<file path="src/rtl/rot_pkg.sv">
// Shared types and constants for the rotation-minimum finder.
package rot_pkg;

   localparam int unsigned DATA_W  = 4;
   localparam int unsigned SHIFT_W = 2;
   localparam logic [SHIFT_W-1:0] LAST_S = 2'd3;

   typedef enum logic [1:0] {
      IDLE = 2'd0,
      SCAN = 2'd1,
      HOLD = 2'd2
   } state_t;

endpackage

</file>
<file path="src/rtl/barrel_shifter_4bit.sv">
// 4-bit rotate-left barrel shifter: y[i] = d[(i - s) mod 4].
module barrel_shifter_4bit (
   output logic [3:0] y,
   input  logic [3:0] d,
   input  logic [1:0] s
);

   always_comb begin
      y = d;
      case (s)
         2'd0: y = d;
         2'd1: y = {d[2:0], d[3]};
         2'd2: y = {d[1:0], d[3:2]};
         2'd3: y = {d[0], d[3:1]};
         default: y = d;
      endcase
   end

endmodule

</file>
<file path="src/rtl/rotation_min_finder.sv">
// Sequential front-end that sweeps a 4-bit word through all rotations and
// returns the smallest one (canonical necklace form) with its shift amount.
module rotation_min_finder
   import rot_pkg::*;
#(
   parameter int unsigned DATA_W  = 4,  // only 4 works: the shifter is fixed-width
   parameter int unsigned SHIFT_W = 2
) (
   input  logic               clk,
   input  logic               rst,
   input  logic               in_valid,
   output logic               in_ready,
   input  logic [DATA_W-1:0]  in_d,
   output logic               out_valid,
   input  logic               out_ready,
   output logic [DATA_W-1:0]  out_min,
   output logic [SHIFT_W-1:0] out_s,
   output logic [DATA_W-1:0]  out_d,
   output logic               busy
);

   state_t             state;
   logic [SHIFT_W-1:0] cnt;
   logic [DATA_W-1:0]  d_reg;
   logic [DATA_W-1:0]  best;
   logic [SHIFT_W-1:0] best_s;
   logic [DATA_W-1:0]  y;
   logic               take;
   logic [DATA_W-1:0]  best_nxt;
   logic [SHIFT_W-1:0] best_s_nxt;

   barrel_shifter_4bit u_shift (
      .y (y),
      .d (d_reg),
      .s (cnt)
   );

   // Strict less-than keeps the lowest shift on ties; cnt==0 seeds the search.
   always_comb begin
      take       = (cnt == '0) || (y < best);
      best_nxt   = take ? y : best;
      best_s_nxt = take ? cnt : best_s;
   end

   always_ff @(posedge clk) begin
      if (rst) begin
         state     <= IDLE;
         cnt       <= '0;
         d_reg     <= '0;
         best      <= '0;
         best_s    <= '0;
         out_min   <= '0;
         out_s     <= '0;
         out_d     <= '0;
         out_valid <= 1'b0;
         busy      <= 1'b0;
         in_ready  <= 1'b1;
      end else begin
         case (state)
            IDLE: begin
               if (in_valid && in_ready) begin
                  d_reg    <= in_d;
                  cnt      <= '0;
                  in_ready <= 1'b0;
                  busy     <= 1'b1;
                  state    <= SCAN;
               end
            end
            SCAN: begin
               best   <= best_nxt;
               best_s <= best_s_nxt;
               if (cnt == LAST_S) begin
                  out_min   <= best_nxt;
                  out_s     <= best_s_nxt;
                  out_d     <= d_reg;
                  out_valid <= 1'b1;
                  state     <= HOLD;
               end else begin
                  cnt <= cnt + 1'b1;
               end
            end
            HOLD: begin
               if (out_valid && out_ready) begin
                  out_valid <= 1'b0;
                  busy      <= 1'b0;
                  in_ready  <= 1'b1;
                  state     <= IDLE;
               end
            end
            default: begin
               out_valid <= 1'b0;
               busy      <= 1'b0;
               in_ready  <= 1'b1;
               state     <= IDLE;
            end
         endcase
      end
   end

endmodule
</file>
<file path="config.mk">
export PLATFORM = sky130hd
export DESIGN_NAME = rotation_min_finder
export DESIGN_NICKNAME = d
export VERILOG_FILES = /design/src/rtl/rot_pkg.sv /design/src/rtl/barrel_shifter_4bit.sv /design/src/rtl/rotation_min_finder.sv
export SDC_FILE = /design/constraint.sdc
export NUM_CORES = 1
export LEC_CHECK = 0
export BUFFER_PORTS_ARGS = -buffer_cell sky130_fd_sc_hd__buf_2
export CAP_MARGIN = 15
export CORE_MARGIN = 4
export CORE_UTILIZATION = 55
export CTS_BUF_LIST = sky130_fd_sc_hd__clkbuf_16
export CTS_CLUSTER_DIAMETER = 60
export DETAILED_ROUTE_END_ITERATION = 8
export GPL_ROUTABILITY_DRIVEN = 0
export PLACE_DENSITY = 0.84
export SYNTH_ARGS = -nofsm -noshare
export SYNTH_HDL_FRONTEND = slang
export SYNTH_SLANG_ARGS = --single-unit
</file>
<file path="constraint.sdc">
create_clock -name clk -period 3.1 [get_ports clk]
set_input_delay 0 -clock clk [delete_from_list [all_inputs] [get_ports clk]]
set_output_delay 0 -clock clk [all_outputs]
set_load 0.02 [all_outputs]
</file>
## Word-level counts from Yosys, hierarchy flattened

Index checks and enable logic that the tools add are counted.

| word-level totals | value |
|---|---|
| input bits | 8 |
| word-level logic and storage cells | 54 |
| output and inout port bits | 13 |
| flip-flop bits (word level) | 27 |

| operators by class | value |
|---|---|
| magnitude comparators | 1 |
| add/subtract/negate cells | 1 |
| bitwise gates (word level) | 2 |
| muxes and demuxes | 18 |
| equal/unequal tests | 9 |
| reduce and logical (&&, ||, !) cells | 12 |

Operator list:

| kind | count |
|---|---|
| one-hot mux 4 bit (4 select lines) | 1 |
| two-way mux 2 bit | 6 |
| AND reduction 3 bit | 4 |
| one-hot mux 1 bit (3 select lines) | 3 |
| inequality test 2 bit, second input constant | 4 |
| == test 2 bit, second input constant | 3 |
| one-hot mux 2 bit (3 select lines) | 1 |
| two-way mux 1 bit | 5 |
| == test 2 x 1 -> 1 bit, second input constant | 2 |
| zero test 2 bit | 2 |
| < comparator 4 bit | 1 |
| two-way mux 4 bit | 1 |
| one-hot mux 2 bit (2 select lines) | 1 |
| AND reduction 2 bit | 2 |
| adder 2 x 1 -> 2 bit, second input constant | 1 |
| logical AND 1 bit | 2 |
| inverter 1 bit | 2 |
| nonzero test 2 bit | 1 |
| logical OR 1 bit | 1 |

## Logic depth before layout (Yosys ltp)

| logic depth | value |
|---|---|
| depth after elaboration | 5 |
| depth in mapped cells | 12 |
| mapped depth without buffers | 11 |

## Modules after synthesis

A second synthesis with hierarchy kept.

| unflattened totals | value |
|---|---|
| cell total of the unflattened synthesis | 146 |
| area total of the unflattened synthesis | 1326.3 um2 |

Modules (own cells, without submodules):

| module | cells each | area an instance (um2) | seq. area each (um2) | instances |
|---|---|---|---|---|
| rotation_min_finder | 142 | 1221.2 | 540.5 | 1 |
| barrel_shifter_4bit | 4 | 105.1 | 0.0 | 1 |

## Worst setup path before layout

No wires, ideal clock.

| path | value |
|---|---|
| path type | reg2reg |
| start point | register cnt[0] |
| end point | register best[2] |
| cell stages (with the launch flop) | 13 |
| path buffers | 1 |
| library setup time | 0.087 ns |
| arrival time | 2.523 ns |
| path slack | 0.490 ns |
| period minus slack after synthesis | 2.610 ns |
| cells stage by stage | dfxtp_1 > inv_1 > ha_1 > a222oi_1 > mux2_2 > inv_1 > ha_1 > or3_1 > a21oi_2 > a211oi_2 > buf_6 > or4_1 > o31ai_1 |

| on the way | value |
|---|---|
| longest elaborated chain between the ends | 5 |
| elaborated cells between the ends (all ways) | 8 |
| classes of those cells | order compare: 1; eq/ne: 3; mux: 2; reduce/logical: 2 |

Ends and longest elaborated chain:

| element | RTL line | RTL |
|---|---|---|
| start: declaration | rotation_min_finder.sv:23 | `logic [SHIFT_W-1:0] cnt;` |
| start signal: assignment | rotation_min_finder.sv:79 | `cnt <= cnt + 1'b1;` |
| == test 2 bit, or another cell as far along | barrel_shifter_4bit.sv:10 | `case (s)` |
| one-hot mux 4 bit (4 select lines) | barrel_shifter_4bit.sv:10 |  |
| < comparator 4 bit | rotation_min_finder.sv:40 | `take = (cnt == '0) \|\| (y < best);` |
| logical OR 1 bit | rotation_min_finder.sv:40 |  |
| two-way mux 4 bit * | rotation_min_finder.sv:41 | `best_nxt = take ? y : best;` |
| end signal: assignment | rotation_min_finder.sv:70 | `best <= best_nxt;` |
| end: declaration | rotation_min_finder.sv:25 | `logic [DATA_W-1:0] best;` |

Mark *: on every way between the ends. The rest lies on a longest branch, timed or not.
A chain may end at the register's enable or synchronous reset.

## Worst setup path after layout

| path | value |
|---|---|
| start point | register cnt[1] |
| end point | register out_min[2] |

| on the way | value |
|---|---|
| longest elaborated chain between the ends | 5 |
| elaborated cells between the ends (all ways) | 9 |
| classes of those cells | order compare: 1; eq/ne: 3; mux: 2; reduce/logical: 3 |

Ends and longest elaborated chain:

| element | RTL line | RTL |
|---|---|---|
| == test 2 bit, or another cell as far along | barrel_shifter_4bit.sv:10, rotation_min_finder.sv:72 |  |
| one-hot mux 4 bit (4 select lines) | barrel_shifter_4bit.sv:10 |  |
| < comparator 4 bit | rotation_min_finder.sv:40 |  |
| logical OR 1 bit | rotation_min_finder.sv:40 |  |
| two-way mux 4 bit | rotation_min_finder.sv:41 |  |
| end signal: assignment | rotation_min_finder.sv:73 | `out_min <= best_nxt;` |
| end: declaration | rotation_min_finder.sv:16 | `output logic [DATA_W-1:0] out_min,` |

Several ways; a longest one is shown, not always the timed one.

==> key figures <==
Floorplan
  – Initial core utilization: 0.5937
  – Core region area: around 2300 µm²
  – Row count: 17
  – Die Y: around 58 µm
  – Die area: around 3300 µm²
  – I/O pins: 21
  – Die Span X: approximately 58 µm

Clocking
  – TritonCTS clock tree: built
  – Clock Pin Slew Worst Setup and Hold Paths: ~60 ps
  – H-tree Lvls: 1
  – Worst skew pair latency: roughly 260 ps
  – Clk sink count: 27
  – Post-CTS setup buffer count: 0
  – TritonCTS Buffers: 3
  – Worst-case clock buffer depth: 2
  – Root Buffer: clkbuf_16

Global route
  – Vias in the first global route: approximately 1100
  – First-pass GRT wire length: roughly 5.0 mm
  – Antenna violations before repair: 0
  – Tot GR Track Use: 0.1914
  – Total grt overflow: 0
  – Pin count of the biggest net entering global routing: 31

Layout
  – Share of layout cells above drive strength 1: 0.1944
  – Final core utilization: 0.7004
  – Area grow syn2layout: 17.96%
  – Layout net count: 197
  – Diode count: 0

Timing
  – Max-slew violations: 0
  – Max Fclk: 343.1 MHz
  – Fin. Hold Viols: 0
  – Clk_skew: about 2.1 ps
  – Relative slew slack: 0.6447
  – Final Critical Period: around 2900 ps
  – Setup-failing EPs final: 0
  – Crit share post-route: 0.9401
  – Measured slew at the worst slew-check pin: around 530 ps

Synthesis
  – Post-synth ARST share: 0
  – Top-count cell post-synth: dfxtp_1
  – Avg Cell Area, Syn: around 8.5 µm²
  – Commonest cells in the netlist: dfxtp_1 (27), nand2_1 (18), nor2_1 (16), a21oi_1 (13), inv_1 (12)
  – Syn Std Cell Area: approximately 1400 µm²
  – Synthesized net count: around 180
  – Synth Flop Type: dfxtp_1
  – Seq/Total Area, Yosys: 0.4000
  – Syn. warnings: 0
  – Post-synth EDFFs: 0
  – Yosys top cell by area: dfxtp_1
  – Cells after synthesis: 159
  – Synthesis-stage register bit count: 27
  – Synth top area cells: dfxtp_1 (40%), ha_1 (7.4%), nand2_1 (5.0%)
  – Distinct cells, synth: 36
  – Synth top area share: 0.4000

Pwr
  – Leak: between 0.6 and 0.7 nW
  – Pwr dens: roughly 500 nW/µm²
  – VDD IR max: 354.4 µV
  – Power consumption: 0.7894 mW

Setup path
  – Cell family with most CP delay: compound AO/OA/AOI/OAI gates
  – Crit path DAT: between 3000 and 4000 ps
  – Crit end category: register
  – Worst-path fanout max: 9
  – Startpoint types: register
  – Critical path buffers and inverters: 3
  – Required time worst endpoint: between 3000 and 4000 ps
  – Slowest-stage cell, CP: or3_1
  – Delay of the slowest critical-path stage: slightly below 400 ps
  – Kind of critical path: reg2reg
  – CP Cell Sequence: inv_1 > ha_1 > a222oi_1 > mux2_4 > inv_1 > ha_1 > or3_1 > a21oi_2 > a211oi_4 > buf_4 > nand2b_1 > a311oi_1

Placement
  – Detailed placement HPWL: just under 2 mm
  – IO buf count: 20

Run status
  – Status: finished clean

Detailed routing
  – Final wirelength: just over 3 mm
  – Via Count: approximately 1200
  – DRC violations left: 0
  – Post-route ant nets: 0
  – DRT iter0 DRCs: 62
  – Vias/cell: slightly below 6
  – Wirelength per Cell: around 15 µm
  – Detailed Routing Iterations Pass 1: 4

Run
  – # Max-Cap Violations: 0

Hold path
  – Worst min-delay path category: in2reg
where the power goes:
group	internal (mW)	total (mW)	switching (mW)
sequential	0.359	0.374	0.0142
combinational	0.0518	0.125	0.0736
clock	0.174	0.290	0.116
stage by stage:
step / worst slack (ps) / cells / TNS (ps) / hold slack, ps / area (µm²)
4_1_cts: 112.0 / 208 / 0 / 110.8 / 1575
3_5_place_dp: 194.6 / 200 / 0 / 246.0 / 1455
5_1_grt: -51.35 / 208 / -82.59 / 172.7 / 1594
3_3_place_gp: 303.8 / 200 / 0 / 241.7 / 1455
6_report: 185.6 / 208 / 0 / 145.5 / 1594
2_1_floorplan: 490.2 / 159 / 0 / 136.0 / 1351
placed cells by master (no fill, tap or decap), types with 2 or more instances in the layout:
cell type and count:
a211oi_1 3, a21oi_1 13, a222oi_1 3, a311oi_1 3, buf_2 20, buf_4 2, clkbuf_16 3, dfxtp_1 26
dlygate4sd3_1 4, ha_1 8, inv_1 11, mux2_2 2, mux2i_1 2, nand2_1 18, nand2b_1 6, nand3b_1 2
nor2_1 16, nor2b_1 3, nor3_1 2, o21ai_0 8, o31ai_1 3, o41ai_1 2, or3_1 2, or4_1 3
path summary, 6_finish.rpt:
kind	to	cells after the start	slack, ps	start
setup reg to reg	out_min[2]	12	190	cnt[1]
hold / removal	state[1]	4	150	out_ready
hold reg to reg	out_d[2]	2	460	out_d[2]
setup / recovery	out_min[2]	12	190	cnt[1]
metal layers:
layer | vias up | global-route usage | part of all wire
met4 | 0 | 0.05960 | 0.010
met1 | 549 | 0.2455 | 0.43
li1 | 597 | - | -
met3 | 4 | 0.03620 | 0.067
met5 | - | 0 | 0
met2 | 49 | 0.3226 | 0.50
logic make-up after synthesis:
group	share of synthesized area
simple gates	0.2028
compound gates	0.2157
flops	0.4000
buf+inv	0.06759
fa+ha+maj	0.07408
mux	0.03981
cell type report:
| cell class | instances | area, µm² |
|---|---|---|
| well taps | 28 | 35.03 |
| inverters | 12 | 45.04 |
| fillers | 183 | 681.9 |
| clock buffers | 3 | 75.07 |
| multi-input cells | 111 | 737.0 |
| clock inverters | 1 | 5.005 |
| flip-flops and latches | 27 | 541.8 |
| repair buffers | 26 | 155.1 |
worst reg2reg max path, delay by kind of cell (launching register included):
kind                       cells  cell delay (ps)
AOI/OAI and AO/OA              4              840
buffers and inverters          3              390
adders and majority gates      2              470
and+or+nand+nor                2              530
DFF                            1              380
muxes                          1              220
repair_timing:
action	CTS	global route
endpoints found under the hold margin	4	0
gates resized for setup	0	5
hold buffers	4	0
setup endpoints to repair	0	9
Note: power is estimated with default switching activity, not from simulation.
